## config.mk

```make
export PLATFORM = sky130hd
export DESIGN_NAME = mult_unit
export DESIGN_NICKNAME = d
export VERILOG_FILES = /design/src/rtl/mult_unit_pkg.sv /design/src/rtl/mult_step.sv /design/src/rtl/mult_unit.sv
export SDC_FILE = /design/constraint.sdc
export NUM_CORES = 1
export LEC_CHECK = 0
export BUFFER_PORTS_ARGS = -buffer_cell sky130_fd_sc_hd__buf_2
export CAP_MARGIN = 40
export CELL_PAD_IN_SITES_DETAIL_PLACEMENT = 1
export CELL_PAD_IN_SITES_GLOBAL_PLACEMENT = 1
export CORE_UTILIZATION = 49
export CTS_CLUSTER_DIAMETER = 100
export DETAILED_ROUTE_END_ITERATION = 6
export PLACE_DENSITY = 0.89
export SETUP_SLACK_MARGIN = 0.05
export SYNTH_ARGS = -nofsm -noshare
export SYNTH_HDL_FRONTEND = slang
export SYNTH_SLANG_ARGS = --single-unit
export TNS_END_PERCENT = 30
```

## constraint.sdc

```tcl
create_clock -name clk -period 8.2 [get_ports clk]
set_input_delay 0.41 -clock clk [delete_from_list [all_inputs] [get_ports clk]]
set_output_delay 0.41 -clock clk [all_outputs]
set_load 0.05 [all_outputs]
```

## src/rtl/mult_unit_pkg.sv

```systemverilog
// ============================================================================
// mult_unit_pkg
// Shared decoder function codes, FSM state encodings and default width for
// the iterative multiplier.
// Revision: 1.0
// ============================================================================
`default_nettype none

package mult_unit_pkg;

  localparam int DEFAULT_WIDTH = 32;

  localparam logic [5:0] FUNCT_MULTU = 6'b011001;
  localparam logic [5:0] FUNCT_MFHI  = 6'b010000;
  localparam logic [5:0] FUNCT_MFLO  = 6'b010010;

  localparam logic [0:0] ST_IDLE = 1'b0;
  localparam logic [0:0] ST_BUSY = 1'b1;

endpackage

`default_nettype wire

```

## src/rtl/mult_step.sv

```systemverilog
// ============================================================================
// mult_step
// One radix-2 shift-add iteration: conditionally add the multiplicand into the
// running HI and shift {HI, multiplier} right by one bit.
// Revision: 1.0
// ============================================================================
`default_nettype none

module mult_step
  import mult_unit_pkg::*;
#(
  parameter int WIDTH = DEFAULT_WIDTH
) (
  input  logic [WIDTH-1:0] acc_hi,
  input  logic [WIDTH-1:0] mplr,
  input  logic [WIDTH-1:0] mcand,
  output logic [WIDTH-1:0] next_acc_hi,
  output logic [WIDTH-1:0] next_mplr
);

  logic [WIDTH:0] w_sum;

  // The carry lands in the top bit of HI after the shift, so nothing is lost.
  assign w_sum       = {1'b0, acc_hi} + (mplr[0] ? {1'b0, mcand} : {(WIDTH+1){1'b0}});
  assign next_acc_hi = w_sum[WIDTH:1];
  assign next_mplr   = {w_sum[0], mplr[WIDTH-1:1]};

endmodule

`default_nettype wire

```

## src/rtl/mult_unit.sv

```systemverilog
// ============================================================================
// mult_unit
// Iterative unsigned WIDTHxWIDTH multiplier with HI/LO result registers and a
// stall output for conflicting accesses while a multiply is in flight.
// Revision: 1.0
// ============================================================================
`default_nettype none

module mult_unit
  import mult_unit_pkg::*;
#(
  parameter int WIDTH = DEFAULT_WIDTH
) (
  input  logic             clk,
  input  logic             reset,
  input  logic             start,
  input  logic [WIDTH-1:0] a,
  input  logic [WIDTH-1:0] b,
  input  logic             rd_en,
  input  logic             lohi,
  output logic [WIDTH-1:0] rdata,
  output logic             busy,
  output logic             done,
  output logic             stall
);

  localparam int                c_cnt_w    = $clog2(WIDTH);
  localparam logic [c_cnt_w-1:0] c_last_cnt = c_cnt_w'(WIDTH - 1);

  logic [0:0]         r_state;
  logic [0:0]         w_state_nxt;
  logic [c_cnt_w-1:0] r_count;
  logic [WIDTH-1:0]   r_mcand;
  logic [WIDTH-1:0]   r_mplr;
  logic [WIDTH-1:0]   r_acc_hi;
  logic [WIDTH-1:0]   r_hi;
  logic [WIDTH-1:0]   r_lo;
  logic [WIDTH-1:0]   w_next_acc_hi;
  logic [WIDTH-1:0]   w_next_mplr;
  logic               w_last;

  mult_step #(
    .WIDTH (WIDTH)
  ) u_step (
    .acc_hi      (r_acc_hi),
    .mplr        (r_mplr),
    .mcand       (r_mcand),
    .next_acc_hi (w_next_acc_hi),
    .next_mplr   (w_next_mplr)
  );

  assign w_last = (r_state == ST_BUSY) && (r_count == c_last_cnt);

  always_ff @(posedge clk or negedge reset) begin
    if (!reset) begin
      r_state <= ST_IDLE;
    end else begin
      r_state <= w_state_nxt;
    end
  end

  always_comb begin
    w_state_nxt = r_state;
    case (r_state)
      ST_IDLE: if (start) w_state_nxt = ST_BUSY;
      ST_BUSY: if (w_last) w_state_nxt = ST_IDLE;
      default: w_state_nxt = ST_IDLE;
    endcase
  end

  always_comb begin
    busy  = (r_state == ST_BUSY);
    done  = w_last;
    stall = (r_state == ST_BUSY) && (start || rd_en);
  end

  // HI/LO keep the previous product until the completion edge.
  always_ff @(posedge clk or negedge reset) begin
    if (!reset) begin
      r_count  <= '0;
      r_mcand  <= '0;
      r_mplr   <= '0;
      r_acc_hi <= '0;
      r_hi     <= '0;
      r_lo     <= '0;
    end else begin
      case (r_state)
        ST_IDLE: begin
          if (start) begin
            r_mcand  <= a;
            r_mplr   <= b;
            r_acc_hi <= '0;
            r_count  <= '0;
          end
        end
        ST_BUSY: begin
          r_acc_hi <= w_next_acc_hi;
          r_mplr   <= w_next_mplr;
          r_count  <= r_count + 1'b1;
          if (w_last) begin
            r_hi <= w_next_acc_hi;
            r_lo <= w_next_mplr;
          end
        end
        default: ;
      endcase
    end
  end

  assign rdata = lohi ? r_hi : r_lo;

endmodule

`default_nettype wire
```

==> run_results.csv <==
group,metric,value,unit
power_and_ir_drop,p_int,2.60,mW
clocking,root_buffer,"clkbuf_16",
power_and_ir_drop,seq_power_share,0.324,
global_route,gr-usage-all-layers,0.306,
timing,setup_slack,4740,ps
power_and_ir_drop,switching_power,2.20,mW
final_layout,final_cell_mix,"nand2_1 (208), dfrtp_1 (165), buf_2 (102), mux2_2 (76), o21ai_0 (51)",
placement,dp_hpwl,17.7,mm
synth,synthFlopType,"dfrtp_1",
power_and_ir_drop,irDropWorstVdd,256,µV
clocking,cts_tree,"done",
timing,finalSetupTns,0,ps
setup_path,cp.required,8530,ps
clocking,cts_hold_buf,0,
run,maxCapViolCount,0,
floorplan,die_h,137,µm
placement,pre_cts_slack,4510,ps
timing,skew,7.64,ps
synth,synth_edf_count,0,
routing,dr.first_iter.drc_count,407,
synth,avgSynthCellArea,9.91,µm²
floorplan,rows,48,
synth,async_flop_share,1.00,
synth,yosysSeqAreaShare,0.467,
synth,yosysUniqueCellTypes,63,
floorplan,die_x,137,µm
placement,placed_area,9630,µm²
power_and_ir_drop,comb_power_share,0.496,
synth,synth_nets,1001,
clocking,clkTransAtPathRegs,70,ps
power_and_ir_drop,clkPwrFrac,0.180,
setup_path,critPathMaxStageDelay,440,ps
timing,tightest_slew,820,ps
routing,drt-pass1-iter-count,5,
power_and_ir_drop,power,4.80,mW
clocking,cts_made_buffers,17,
run_status,status,"completed",
clocking,clk_latency,440,ps
timing,post-route-period-util,0.422,
routing,wl_per_cell,22.2,µm
power_and_ir_drop,power_leakage,4.91,nW
timing,rsz0062_at_grt,"no",
synth,yosysWarnings,0,
final_layout,multiInputGateArea,4510,µm²
global_route,grt_overflow,0,
final_layout,drive_above_1_share,0.241,
setup_path,slowest_stage,"dfrtp_1",
timing,fmax,289,MHz
synth,synth_seq_cells,166,
setup_path,startpoint_type,"flop",
routing,viasPerCell,6.03,
clocking,clock_path_buffers,2,
final_layout,nets,1083,
setup_path,critical_path_class,"reg2reg",
timing,report.final.slew_viol_count,0,
worst_hold_path,hp-class,"in2async",
final_layout,final_area,10300,µm²
floorplan,io_pins,104,
final_layout,diodes,0,
floorplan,core,17500,µm²
clocking,h-tree-depth,4,
routing,drc,0,
timing,setup_viol,0,
timing,relSlewSlack,0.454,
clocking,cts_setup_buffers,0,
setup_path,cp_common_cell,"o2111ai_1",
clocking,cts_resized,0,
global_route,grt_pass1_vias,8092,
synth,synthCells,897,
final_layout,area_delta_synth_final,15.6,%
routing,drt.antenna.violating_nets,0,
global_route,antenna_found_initial,2,
clocking,cts_sinks,166,
placement,port_buffers,103,
floorplan,die_area,18700,µm²
floorplan,start_util,0.509,
timing,hold_viol_final,0,
final_layout,regArea,4160,µm²
setup_path,end_kind,"flop",
routing,vias,7339,
placement,globalplace.congestion,0.928,
synth,syn_area,8890,µm²
global_route,grt_max_degree,89,
setup_path,arrival,3790,ps
power_and_ir_drop,p_per_area,468,nW/µm²
routing,routed_wirelength,27.0,mm
final_layout,final_common_cell,"nand2_1",
power_and_ir_drop,p_sw_frac,0.458,
timing,holdWs,44.7,ps
setup_path,worstPathMaxFanout,32,
setup_path,worstPathCellList,"buf_16, and2_1, ha_1, inv_1, fa_1, nor2b_1, o2111ai_1, a31oi_1, o2111ai_1, o41ai_2, xor2_1, mux2_2",
timing,period_minus_slack,3460,ps
final_layout,fill_cells,1930,
global_route,grt_pass1_wl,42.8,mm
[stage by stage]
| stage | util | instances |
|---|---|---|
| after floorplan | - | 897 |
| after global placement | 0.547 | 1181 |
| after detailed placement | 0.551 | 1184 |
| after CTS | 0.586 | 1216 |
| after global routing | 0.588 | 1217 |
| final | 0.588 | 1217 |
[final timing paths]
path	start	to	slack, ps	cells past startpoint
worst max-delay path	r_mplr[0]	r_hi[23]	4740	12
worst min-delay path	reset	r_acc_hi[26]	40	1
worst max register to register	r_mplr[0]	r_hi[23]	4740	12
worst min register to register	r_lo[17]	r_lo[17]	480	2
max in group asynchronous	reset	busy	6900	3
min in group clk	a[21]	r_mcand[21]	200	2
[power by group through the flow]
stage                     clock [mW]  sequential, mW  combinational [mW]
after floorplan                    0            1.40                1.75
after global placement             0            1.53                2.14
after detailed placement           0            1.56                2.27
after CTS                      0.867            1.56                2.34
after global routing           0.904            1.59                2.58
final                          0.863            1.55                2.38
[per-layer routing]
| layer | vias up | GRT usage | part of all wire |
|---|---|---|---|
| li1 | 3296 | - | - |
| met1 | 3730 | 0.358 | 0.40 |
| met2 | 229 | 0.535 | 0.51 |
| met3 | 82 | 0.0578 | 0.044 |
| met4 | 2 | 0.153 | 0.043 |
| met5 | - | 0 | 0.00030 |
[logic make-up (layout without fill, tap and decap cells)]
group / Yosys count / count (layout) / share of synthesized area
compound gates: 180 / 180 / 0.139
xor+xnor: 26 / 26 / 0.0256
fa+ha+maj: 35 / 35 / 0.0501
buf+inv: 60 / 155 / 0.0266
flops: 166 / 166 / 0.467
mux: 110 / 110 / 0.135
simple gates: 320 / 320 / 0.157
[cells in the mapped netlist (7+ instances only)]
cell type	instances	area (µm²)
a21oi_1	30	150
o21ai_0	51	255
a21o_1	13	97.6
a31oi_1	7	43.8
xnor2_1	16	140
mux2_2	76	856
ha_1	34	425
o31ai_1	10	75.1
mux2i_1	33	330
a22o_1	26	228
inv_1	10	37.5
nand3_1	11	55.1
nand2_1	209	785
and2_1	33	206
dfrtp_1	166	4150
buf_1	8	30.0
nand4_1	7	43.8
nor2_1	32	120
clkbuf_1	39	146
xor2_1	10	87.6
[critical path, delay by kind of cell (launching register included)]
kind / cells / cell delay, ps
compound gates: 4 / 1240
fa+ha+maj: 2 / 610
flops: 1 / 440
simple gates: 2 / 340
mux: 1 / 290
buf+inv: 2 / 260
xor+xnor: 1 / 150
[cell type report]
class | count | share of cell area
Multi-Input combinational cell | 671 | 0.440
Tap cell | 225 | 0.0274
Clock inverter | 15 | 0.0186
Timing Repair Buffer | 112 | 0.0644
Sequential cell | 166 | 0.405
Inverter | 11 | 0.00402
Clock buffer | 17 | 0.0414
[registers in the layout, summed over array words and instances, names as in the netlist]
name,count
r_acc_hi,32
r_hi,32
r_lo,32
r_mcand,32
r_mplr,32
r_count,5
busy,1
Power figures use the tool's default switching activity.
